**config.mk**
```make
export PLATFORM = sky130hd
export DESIGN_NAME = alu_cmd_sequencer
export DESIGN_NICKNAME = d
export VERILOG_FILES = /design/src/rtl/alu_cmd_sequencer.sv
export SDC_FILE = /design/constraint.sdc
export NUM_CORES = 1
export LEC_CHECK = 0
export BUFFER_PORTS_ARGS = -buffer_cell sky130_fd_sc_hd__buf_2
export CORE_ASPECT_RATIO = 1.4
export CORE_MARGIN = 1
export CORE_UTILIZATION = 40
export CTS_CLUSTER_SIZE = 40
export DETAILED_ROUTE_END_ITERATION = 10
export PLACE_DENSITY = 0.63
export SYNTH_ARGS = -nofsm -noshare
export SYNTH_HDL_FRONTEND = slang
export SYNTH_SLANG_ARGS = --single-unit
```
**constraint.sdc**
```tcl
create_clock -name clk -period 1.8 [get_ports clk]
set_input_delay 0.18 -clock clk [delete_from_list [all_inputs] [get_ports clk]]
set_output_delay 0.18 -clock clk [all_outputs]
set_load 0.02 [all_outputs]
```
**src/rtl/alu_cmd_sequencer.sv**
```systemverilog
// Byte-stream to 41-bit ALU command feeder: assembles the word, holds it through a settle window, then captures and offers the result.
// Optional build macro OPCODE_CHECK_EN rejects words carrying opcode 3'b111 and pulses err.
module alu_cmd_sequencer #(
  parameter int SETTLE_CYCLES = 4,
  parameter int SCNT_W        = 4
) (
  input  logic        clk,
  input  logic        rst_n,
  input  logic        in_valid,
  output logic        in_ready,
  input  logic [7:0]  in_byte,
  output logic [40:0] alu_cmd,
  input  logic [15:0] alu_res,
  output logic        res_valid,
  input  logic        res_ready,
  output logic [15:0] res_data,
  output logic        err
);

  localparam int                S_EFF     = (SETTLE_CYCLES < 1) ? 1 : SETTLE_CYCLES;
  localparam logic [SCNT_W-1:0] SCNT_INIT = SCNT_W'(S_EFF - 1);

  typedef struct packed {
    logic [2:0]      op1;
    logic [2:0]      op2;
    logic [2:0]      op3;
    logic [3:0][7:0] opnd;
  } cmd_t;

  typedef enum logic [1:0] {
    IDLE   = 2'd0,
    SETTLE = 2'd1,
    HOLD   = 2'd2
  } state_t;

  state_t            state_q, state_d;
  logic [2:0]        bcnt_q;
  logic [40:0]       asm_q;
  logic              asm_full_q;
  logic              rdy_en_q;
  cmd_t              cmd_q;
  logic [SCNT_W-1:0] scnt_q;
  logic              res_valid_q;
  logic [15:0]       res_data_q;
  logic              accept, load, reject, capture, hs, op_bad;

  // in_ready stays low through the first edge after reset release
  assign in_ready  = rdy_en_q & ~asm_full_q;
  assign accept    = in_valid & in_ready;
  assign alu_cmd   = cmd_q;
  assign res_valid = res_valid_q;
  assign res_data  = res_data_q;

`ifdef OPCODE_CHECK_EN
  logic err_q;
  assign op_bad = (asm_q[40:38] == 3'b111) || (asm_q[37:35] == 3'b111) ||
                  (asm_q[34:32] == 3'b111);
  assign err    = err_q;

  always_ff @(posedge clk or negedge rst_n) begin
    if (!rst_n) err_q <= 1'b0;
    else        err_q <= reject;
  end
`else
  assign op_bad = 1'b0;
  assign err    = 1'b0;
`endif

  // Byte assembly: shifting MSB-first leaves byte0[0] at bit 40 after six bytes
  always_ff @(posedge clk or negedge rst_n) begin
    if (!rst_n) begin
      rdy_en_q   <= 1'b0;
      bcnt_q     <= 3'd0;
      asm_q      <= '0;
      asm_full_q <= 1'b0;
    end else begin
      rdy_en_q <= 1'b1;
      if (accept) begin
        asm_q <= {asm_q[32:0], in_byte};
        if (bcnt_q == 3'd5) begin
          bcnt_q     <= 3'd0;
          asm_full_q <= 1'b1;
        end else begin
          bcnt_q <= bcnt_q + 3'd1;
        end
      end else if (load || reject) begin
        asm_full_q <= 1'b0;
      end
    end
  end

  always_comb begin
    state_d = state_q;
    load    = 1'b0;
    reject  = 1'b0;
    capture = 1'b0;
    hs      = 1'b0;
    case (state_q)
      IDLE: begin
        if (asm_full_q) begin
          if (op_bad) begin
            reject = 1'b1;
          end else begin
            load    = 1'b1;
            state_d = SETTLE;
          end
        end
      end
      SETTLE: begin
        if (scnt_q == '0) begin
          capture = 1'b1;
          state_d = HOLD;
        end
      end
      HOLD: begin
        if (res_ready) begin
          hs      = 1'b1;
          state_d = IDLE;
        end
      end
      default: state_d = IDLE;
    endcase
  end

  always_ff @(posedge clk or negedge rst_n) begin
    if (!rst_n) begin
      state_q     <= IDLE;
      cmd_q       <= '0;
      scnt_q      <= '0;
      res_valid_q <= 1'b0;
      res_data_q  <= '0;
    end else begin
      state_q <= state_d;
      if (load) begin
        cmd_q  <= cmd_t'(asm_q);
        scnt_q <= SCNT_INIT;
      end else if (state_q == SETTLE && scnt_q != '0) begin
        scnt_q <= scnt_q - SCNT_W'(1);
      end
      if (capture) begin
        res_data_q  <= alu_res;
        res_valid_q <= 1'b1;
      end else if (hs) begin
        res_valid_q <= 1'b0;
      end
    end
  end

endmodule

```
# Yosys cells after proc, flatten, opt, wreduce, memory -nomap -nowiden
# Cells that the tools add are included.
dict set report totals {
  ramBits 0
  memories 0
  latch_bits 0
  inputBits 28
  out_inout_bits 60
  regBits 110
  romBits 0
}
dict set report classes {
  n_mux 18
  n_mul 0
  order_cmp 0
  n_eq_ne 7
  n_reduce_logical 9
  n_bitwise 3
  shift 0
  add_sub_neg 2
  div_mod_pow 0
}
# operator count
set ops {}
lappend ops {{2-to-1 mux 1 bit} 11}
lappend ops {{2-to-1 mux 4 bit} 2}
lappend ops {{2-to-1 mux 2 bit} 3}
lappend ops {{inequality test 2 bit (second input constant)} 3}
lappend ops {{one-hot mux 2 bit (3 select lines)} 1}
lappend ops {{nonzero test 2 bit} 3}
lappend ops {{logical NOT 4 bit} 1}
lappend ops {{nonzero test 4 bit} 1}
lappend ops {{subtractor 4 x 1 -> 4 bit (second input constant)} 1}
lappend ops {{adder 3 x 1 -> 3 bit (second input constant)} 1}
lappend ops {{equality test 3 bit (second input constant)} 1}
lappend ops {{2-to-1 mux 3 bit} 1}
lappend ops {{AND reduction 3 bit} 1}
lappend ops {{bitwise AND 1 bit} 2}
lappend ops {{equality test 2 x 1 -> 1 bit (second input constant)} 1}
lappend ops {{equality test 2 bit (second input constant)} 1}
lappend ops {{logical NOT 2 bit} 1}
lappend ops {{inequality test 2 x 1 -> 1 bit (second input constant)} 1}
lappend ops {{AND reduction 2 bit} 1}
lappend ops {{logical AND 1 bit} 1}
lappend ops {{NOT 1 bit} 1}

# Longest topological paths before layout
# Gate-level depths: netlist of run 1.
dict set report logic_depth {
  ltp_word 5
  depth_mapped 6
  ltp_nobuf 5
}

# Worst setup path before layout of run 1
# No wires, ideal clock.
dict set report synth_path {
  path_kind {register to register}
  start {register scnt_q[0]}
  end {register res_data_q[10], in the netlist res_data[10]}
  period_less_slack_ns 1.516
  path_stages_with_launch 7
  setup_time_ns 0.125
  setup_slack_ns 0.284
  arrival_time_ns 1.391
  path_cell_list {dfrtp_1 inv_1 ha_1 and2b_1 nand3_4 buf_6 mux2_4}
}
dict set report synth_between {
  elab_chain_cells 3
}
# element line
set synth_rtl {}
lappend synth_rtl {{from (decl)} 42} ;# logic [SCNT_W-1:0] scnt_q;
lappend synth_rtl {{from (signal assigned)} 138} ;# scnt_q <= scnt_q - SCNT_W'(1);
lappend synth_rtl {{logical NOT 4 bit} 110} ;# if (scnt_q == '0) begin
lappend synth_rtl {{2-to-1 mux 1 bit} 110}
lappend synth_rtl {{2-to-1 mux 1 bit} 98} ;# case (state_q)
lappend synth_rtl {{to (signal assigned)} 141} ;# res_data_q <= alu_res;
lappend synth_rtl {{to (decl)} 44} ;# logic [15:0] res_data_q;
# Every way passes these cells.
# A chain may end at the register's enable or synchronous reset.

# Worst setup path after layout of run 1
dict set report layout_path {
  start {register scnt_q[0]}
  end {register res_data_q[5], in the netlist res_data[5]}
}
# Same word-level chain as after synthesis.

==> metrics.txt, run 1 <==
# TYPE chip_impl_metric gauge
chip_impl_info{name="outcome",value="completed"} 1
chip_impl_metric{name="grt_use_total",unit="%"} 14.18
chip_impl_metric{name="layout.nets",unit=""} 386
chip_impl_metric{name="io_pins",unit=""} 88
chip_impl_info{name="post-synth-top-area-cell",value="sky130_fd_sc_hd__dfrtp_1"} 1
chip_impl_metric{name="timing.critical_path.fanout_max",unit=""} 18
chip_impl_info{name="unrepaired_setup_endpoints_after_global_routing",value="no"} 1
chip_impl_metric{name="place_ws",unit="ns"} 0.2052
chip_impl_metric{name="cap_violations",unit=""} 0
chip_impl_metric{name="synth_fp_nets",unit=""} 293
chip_impl_info{name="ctsRootBufferMaster",value="sky130_fd_sc_hd__clkbuf_16"} 1
chip_impl_metric{name="clock-sinks",unit=""} 110
chip_impl_metric{name="synth_enable_flop_cells",unit=""} 0
chip_impl_metric{name="use_met1",unit="%"} 17.71
chip_impl_metric{name="dr.first_iter.drc_count",unit=""} 93
chip_impl_metric{name="critical_path.max_stage_delay",unit="ns"} 0.38
chip_impl_metric{name="cts_made_buffers",unit=""} 9
chip_impl_metric{name="first_global_vias",unit=""} 2462
chip_impl_info{name="slowest_stage",value="sky130_fd_sc_hd__dfrtp_1"} 1
chip_impl_metric{name="synthesis.area",unit="sq um"} 4274
chip_impl_metric{name="dp.final_hpwl",unit="mm"} 4.725
chip_impl_metric{name="static-leakage-power",unit="nW"} 2.556
chip_impl_metric{name="synth_cells",unit=""} 263
chip_impl_metric{name="grt_start_max_net_pins",unit=""} 55
chip_impl_metric{name="totalNegativeSetupSlack",unit="ns"} 0
chip_impl_metric{name="min_period_over_period",unit="%"} 88.93
chip_impl_metric{name="count_of_endpoints_failing_setup_in_the_final_report",unit=""} 0
chip_impl_metric{name="worst_ep_required_time",unit="ns"} 2.02
chip_impl_info{name="setup.worst_path.start_class",value="register"} 1
chip_impl_metric{name="rows",unit=""} 44
chip_impl_metric{name="chipHeight",unit="microns"} 124.3
chip_impl_metric{name="core_area",unit="sq um"} 10410
chip_impl_metric{name="hold_viol_final",unit=""} 0
chip_impl_metric{name="clock_latency_at_the_later_pin_of_the_worst_skew_pair",unit="ns"} 0.34
chip_impl_metric{name="synth-seq-cells",unit=""} 110
chip_impl_metric{name="synthesized_area_per_cell",unit="sq um"} 16.25
chip_impl_metric{name="drt-vias-per-instance",unit=""} 4.717
chip_impl_metric{name="clock_tree_skew_after_final_layout",unit="ns"} 0.006375
chip_impl_metric{name="post-layout-total-power",unit="mW"} 8.892
chip_impl_metric{name="grt_pass1_wl",unit="mm"} 11.94
chip_impl_metric{name="timing.final.max_slew_violations",unit=""} 0
chip_impl_metric{name="totalWireLength",unit="mm"} 7.094
chip_impl_metric{name="io_buffers",unit=""} 86
chip_impl_metric{name="diodes",unit=""} 0
chip_impl_metric{name="cp.arrival",unit="ns"} 1.82
chip_impl_metric{name="fp.dieArea",unit="sq um"} 11110
chip_impl_metric{name="synth-warning-count",unit=""} 0
chip_impl_metric{name="use_met3",unit="%"} 4.175
chip_impl_info{name="synth.top_cells.by_area",value="sky130_fd_sc_hd__dfrtp_1 (64%), sky130_fd_sc_hd__mux2_2 (24%), sky130_fd_sc_hd__mux2_4 (2.8%)"} 1
chip_impl_metric{name="synth_cell_types",unit=""} 30
chip_impl_metric{name="dr.pass1.iters",unit=""} 4
chip_impl_info{name="synthFlopType",value="sky130_fd_sc_hd__dfrtp_1"} 1
chip_impl_metric{name="ant_nets_after_route",unit=""} 0
chip_impl_metric{name="cts_buffer_depth",unit=""} 2
chip_impl_metric{name="initial_core_util",unit="%"} 41.08
chip_impl_metric{name="gp_routability_congestion",unit=""} 0.6712
chip_impl_metric{name="synth.yosys.seq_area_share",unit="%"} 64.40
chip_impl_metric{name="synth.top_cell.area_share",unit="%"} 64.40
chip_impl_metric{name="groute.layer.met2.usage",unit="%"} 22.41
chip_impl_metric{name="vdd.ir_drop.worst",unit="mV"} 0.7368
chip_impl_metric{name="finalHoldWorstSlack",unit="ns"} 0.05651
chip_impl_metric{name="h-tree-depth",unit=""} 3
chip_impl_metric{name="drc",unit=""} 0
chip_impl_metric{name="grt_antenna_before_repair",unit=""} 0
chip_impl_metric{name="routed_wire_length_per_instance",unit="microns"} 14.24
chip_impl_metric{name="p_per_area",unit="nW/um^2"} 1718
chip_impl_metric{name="final.setup.worst_slack",unit="ns"} 0.1993
chip_impl_metric{name="maxClockFrequency",unit="MHz"} 624.7
chip_impl_info{name="cts_tree",value="built"} 1
chip_impl_info{name="gr-max-usage-layer",value="met2"} 1
chip_impl_metric{name="layout_min_cycle_time",unit="ns"} 1.601
chip_impl_info{name="path_cells",value="inv_1, ha_1, and2b_1, nand3_4, mux2_2"} 1
chip_impl_metric{name="grt.overflow.total",unit=""} 0
chip_impl_info{name="hold_class",value="input pin to register"} 1
chip_impl_info{name="critPathCaptureType",value="register"} 1
chip_impl_metric{name="width_of_the_chip",unit="microns"} 89.37
chip_impl_metric{name="area_delta_synth_final",unit="%"} 21.11
chip_impl_metric{name="ys_async_sr_fraction",unit="%"} 100.0
chip_impl_metric{name="clkTransAtPathRegs",unit="ns"} 0.07
chip_impl_metric{name="vias",unit=""} 2349
chip_impl_info{name="critical_path_class",value="register to register"} 1
chip_impl_metric{name="post-cts-setup-buffers",unit=""} 0
chip_impl_metric{name="drive_gt1_share",unit="%"} 58.33
[synth_stat cells (3+ instances only)]
library cell / count
sky130_fd_sc_hd__dfrtp_1: 110
sky130_fd_sc_hd__mux2_2: 90
sky130_fd_sc_hd__mux2_4: 8
sky130_fd_sc_hd__buf_4: 6
sky130_fd_sc_hd__buf_6: 5
sky130_fd_sc_hd__o21ai_0: 5
sky130_fd_sc_hd__inv_1: 4
sky130_fd_sc_hd__nand2_1: 3
sky130_fd_sc_hd__nor2_1: 3
sky130_fd_sc_hd__nor3_1: 3
[logic make-up (layout without fill, tap and decap cells)]
group / count (synthesis) / in the layout / synth area share, %
buffers and inverters: 15 / 112 / 2.722
adder cells (fa/ha/maj): 2 / 2 / 0.5854
multiplexers: 100 / 100 / 26.99
other: 2 / 2 / 0.1757
AND/OR/NAND/NOR: 22 / 22 / 3.337
AO/OA/AOI/OAI: 11 / 11 / 1.581
flip-flops: 110 / 110 / 64.40
XOR/XNOR: 1 / 1 / 0.2050
[stage by stage]
stage / cell area, sq um / utilization (%) / std cells
after global placement: 4866 / 46.77 / 482
after global routing: 5176 / 49.75 / 498
after CTS: 5176 / 49.75 / 498
after floorplan: 4274 / - / 263
final: 5176 / 49.75 / 498
after detailed placement: 4866 / 46.77 / 482
[registers in the layout (all words and copies together) (netlist names)]
register	flops
alu_cmd	41
asm_q	41
res_data	16
scnt_q	4
bcnt_q	3
state_q	2
asm_full_q	1
rdy_en_q	1
res_valid	1
[path summary, 6_finish.rpt]
check | from | end | slack (ns) | depth (start not counted)
max | scnt_q[0] | res_data[5] | 0.20 | 5
min | res_ready | state_q[1] | 0.06 | 2
max reg2reg | scnt_q[0] | res_data[5] | 0.20 | 5
min reg2reg | alu_cmd[7] | alu_cmd[7] | 0.50 | 1
max in group asynchronous | rst_n | bcnt_q[0] | 0.86 | 3
min in group asynchronous | rst_n | alu_cmd[36] | 0.32 | 2
[area by class of cell]
type                            count  area (sq um)
Fill cell                         912          5229
Sequential cell                   110          2753
Multi-Input combinational cell    138          1410
Timing Repair Buffer               93         525.5
Clock buffer                       12         256.5
Tap cell                          138         172.7
Clock inverter                      3         43.79
Inverter                            4         15.01
[worst max-delay path, delay by kind of cell (launching register included)]
family	cells	cell delay [ns]
flip-flops	1	0.38
AND/OR/NAND/NOR	2	0.45
buffers and inverters	1	0.08
adder cells (fa/ha/maj)	1	0.20
multiplexers	1	0.37
[per-layer routing]
metal / vias up / wire length, microns / part of all wire [%]
met1: 1165 / 3273 / 46
met2: 68 / 3283 / 46
met5: - / 0 / 0
met3: 10 / 395 / 5.6
met4: 0 / 141 / 2.0
li1: 1106 / - / -
[cell usage in the layout (no fill, tap or decap), drive strengths merged]
| master | count |
|---|---|
| a211oi | 1 |
| a21o | 2 |
| a21oi | 1 |
| a31o | 1 |
| a31oi | 1 |
| and2b | 3 |
| buf | 92 |
| bufinv | 1 |
| clkbuf | 12 |
| clkinv | 2 |
| conb | 2 |
| dfrtp | 110 |
| dlygate4sd3 | 1 |
| ha | 2 |
| inv | 4 |
| mux2 | 98 |
| mux2i | 2 |
| nand2 | 4 |
| nand2b | 2 |
| nand3 | 2 |
| nand4 | 1 |
| nand4b | 1 |
| nor2 | 3 |
| nor3 | 3 |
| nor3b | 1 |
| o21ai | 5 |
| or2b | 1 |
| or3b | 1 |
| xnor2 | 1 |
[repair_timing]
action / 4_1_cts / 5_1_grt
hold buffers: 1 / 0
endpoints found under the hold margin: 26 / 0
resized for setup: 0 / 0
[power by group]
group / switching, mW / leakage [nW] / total, mW / internal (mW)
registers: 0.587 / 1.36 / 4.09 / 3.50
logic: 1.46 / 1.05 / 2.83 / 1.37
clock network: 0.829 / 0.149 / 1.98 / 1.15
No activity file was read; power rests on OpenSTA's default activity.
==> run 2, diff against run 1 <==
REMOVE_ABC_BUFFERS = 1   (was unset)
==> run 2 against run 1 <==
Non-clock buffer count fell by 1. Clock power rose by 8%. Via count rose by 0.64%. Cell count did not move. Die area did not move. Clock-buffer cell count fell by 3. Combinational power barely moved. Largest power group unchanged.
==> metrics.txt, run 2 (synthesized netlist as in run 1, its figures left out) <==
# TYPE chip_impl_metric gauge
chip_impl_info{name="outcome",value="completed"} 1
chip_impl_metric{name="fp.dieArea",unit="sq um"} 11110
chip_impl_metric{name="groute.layer.met2.usage",unit="%"} 19.98
chip_impl_metric{name="cts_buffer_depth",unit=""} 2
chip_impl_metric{name="width_of_the_chip",unit="microns"} 89.37
chip_impl_info{name="critical-path-top-delay-family",value="simple AND/OR/NAND/NOR gates"} 1
chip_impl_metric{name="first_global_vias",unit=""} 2420
chip_impl_metric{name="io_buffers",unit=""} 86
chip_impl_metric{name="totalWireLength",unit="mm"} 6.594
chip_impl_metric{name="timing.final.max_slew_violations",unit=""} 0
chip_impl_metric{name="drive_gt1_share",unit="%"} 58.61
chip_impl_metric{name="io_pins",unit=""} 88
chip_impl_metric{name="clock-sinks",unit=""} 110
chip_impl_metric{name="finalHoldWorstSlack",unit="ns"} 0.05765
chip_impl_metric{name="clock_tree_skew_after_final_layout",unit="ns"} 0.007116
chip_impl_metric{name="reg2reg_setup_slack",unit="ns"} 0.19
chip_impl_info{name="setup.worst_path.end",value="res_data[5]"} 1
chip_impl_metric{name="layout.nets",unit=""} 385
chip_impl_metric{name="cp.arrival",unit="ns"} 1.83
chip_impl_metric{name="chipHeight",unit="microns"} 124.3
chip_impl_metric{name="h-tree-depth",unit=""} 3
chip_impl_info{name="worstHoldStart",value="res_ready"} 1
chip_impl_metric{name="dr.first_iter.drc_count",unit=""} 33
chip_impl_info{name="setup.worst_path.start_class",value="register"} 1
chip_impl_metric{name="initial_core_util",unit="%"} 41.08
chip_impl_info{name="layout.cells.most_common",value="sky130_fd_sc_hd__dfrtp_1"} 1
chip_impl_metric{name="drt-vias-per-instance",unit=""} 4.747
chip_impl_info{name="path_cells",value="inv_1, ha_1, and2b_1, nand3_4, mux2_2"} 1
chip_impl_metric{name="layout_min_cycle_time",unit="ns"} 1.607
chip_impl_metric{name="drc",unit=""} 0
chip_impl_metric{name="r2r_cells",unit=""} 5
chip_impl_metric{name="ant_nets_after_route",unit=""} 0
chip_impl_metric{name="count_of_endpoints_failing_setup_in_the_final_report",unit=""} 0
chip_impl_metric{name="static-leakage-power",unit="nW"} 2.559
chip_impl_metric{name="use_met3",unit="%"} 3.777
chip_impl_info{name="unrepaired_setup_endpoints_after_global_routing",value="no"} 1
chip_impl_metric{name="hold_viol_final",unit=""} 0
chip_impl_metric{name="grt_start_max_net_pins",unit=""} 53
chip_impl_metric{name="dp.final_hpwl",unit="mm"} 4.281
chip_impl_metric{name="grt_antenna_before_repair",unit=""} 0
chip_impl_metric{name="min_delay_path_depth",unit=""} 2
chip_impl_metric{name="critical_path_depth",unit=""} 5
chip_impl_metric{name="use_met1",unit="%"} 16.37
chip_impl_metric{name="clkTransAtPathRegs",unit="ns"} 0.07
chip_impl_metric{name="clock_latency_at_the_later_pin_of_the_worst_skew_pair",unit="ns"} 0.34
chip_impl_metric{name="diodes",unit=""} 0
chip_impl_info{name="worstReg2RegEnd",value="res_data[5]"} 1
chip_impl_metric{name="rows",unit=""} 44
chip_impl_info{name="ctsRootBufferMaster",value="sky130_fd_sc_hd__clkbuf_16"} 1
chip_impl_metric{name="post-layout-total-power",unit="mW"} 8.997
chip_impl_metric{name="area_delta_synth_final",unit="%"} 21.57
chip_impl_info{name="cts_tree",value="built"} 1
chip_impl_metric{name="cts_made_buffers",unit=""} 9
chip_impl_metric{name="cap_violations",unit=""} 0
chip_impl_metric{name="dr.pass1.iters",unit=""} 3
chip_impl_info{name="critPathCaptureType",value="register"} 1
chip_impl_metric{name="timing.critical_path.fanout_max",unit=""} 18
chip_impl_metric{name="worst_ep_required_time",unit="ns"} 2.02
chip_impl_metric{name="critical_path.max_stage_delay",unit="ns"} 0.38
chip_impl_metric{name="routed_wire_length_per_instance",unit="microns"} 13.24
chip_impl_metric{name="grt_use_total",unit="%"} 12.79
chip_impl_metric{name="final_core_utilization",unit="%"} 49.94
chip_impl_metric{name="cp_num_buf_inv",unit=""} 1
chip_impl_info{name="gr-max-usage-layer",value="met2"} 1
chip_impl_metric{name="grt_pass1_wl",unit="mm"} 10.98
chip_impl_info{name="critical_path_class",value="register to register"} 1
chip_impl_metric{name="maxClockFrequency",unit="MHz"} 622.1
chip_impl_info{name="mostFrequentLayoutCells",value="sky130_fd_sc_hd__dfrtp_1 (110), sky130_fd_sc_hd__mux2_2 (90), sky130_fd_sc_hd__buf_2 (85)"} 1
chip_impl_metric{name="vias",unit=""} 2364
chip_impl_metric{name="gp_routability_congestion",unit=""} 0.6699
chip_impl_info{name="hold_class",value="input pin to register"} 1
chip_impl_info{name="slowest_stage",value="sky130_fd_sc_hd__dfrtp_1"} 1
chip_impl_info{name="crit-reg2reg-launch",value="scnt_q[0]"} 1
chip_impl_metric{name="core_area",unit="sq um"} 10410
chip_impl_metric{name="p_per_area",unit="nW/um^2"} 1732
chip_impl_metric{name="grt.overflow.total",unit=""} 0
chip_impl_metric{name="min_period_over_period",unit="%"} 89.30
chip_impl_info{name="timing.critical_path.from",value="scnt_q[0]"} 1
chip_impl_metric{name="vdd.ir_drop.worst",unit="mV"} 0.7192
## run 2: worst min-delay path by stage
stage / slack, ns / end
finish: 0.06 / state_q[1]
global route: 0.05 / res_data[9]
CTS: 0.04 / state_q[1]
detailed placement: 0.14 / bcnt_q[0]
global placement: 0.14 / bcnt_q[0]
floorplan: -0.12 / alu_cmd[0]
## run 2: report_power, final
group	leakage [nW]	switching (mW)	internal, mW	total, mW
clock	0.157	0.892	1.24	2.13
sequential	1.36	0.573	3.50	4.07
combinational	1.04	1.43	1.37	2.80
total	2.56	2.89	6.11	9.00
## run 2: routing by layer
layer | vias to the layer above | wire length [microns]
li1 | 1100 | -
met1 | 1188 | 2989
met2 | 68 | 3096
met3 | 8 | 396
met4 | 0 | 112
met5 | - | 0
## run 2: cell type report
type / count / area, sq um
Multi-Input combinational cell: 138 / 1410
Inverter: 4 / 15.01
Tap cell: 138 / 172.7
Fill cell: 917 / 5209
Clock buffer: 9 / 225.2
Clock inverter: 7 / 102.6
Sequential cell: 110 / 2753
Timing Repair Buffer: 92 / 518.0
## run 2: worst reg2reg max path, delay by kind of cell (launching register included)
family | cells | cell delay, ns
mux | 1 | 0.38
buf+inv | 1 | 0.08
flops | 1 | 0.38
fa+ha+maj | 1 | 0.20
simple gates | 2 | 0.45
## run 2: what timing repair did
action	in CTS	in global routing
hold endpoints to repair	28	0
hold buffers	1	0
gates resized for setup	0	0
setup buffers	0	0
## run 2: stage by stage
stage / setup slack [ns] / setup TNS [ns] / instances / area, sq um
2_1_floorplan: -2.533 / -112.83 / 252 / 4173
3_3_place_gp: 0.2522 / 0 / 481 / 4858
3_5_place_dp: 0.1925 / 0 / 481 / 4858
4_1_cts: 0.1844 / 0 / 498 / 5196
5_1_grt: 0.1090 / 0 / 498 / 5196
6_report: 0.1926 / 0 / 498 / 5196
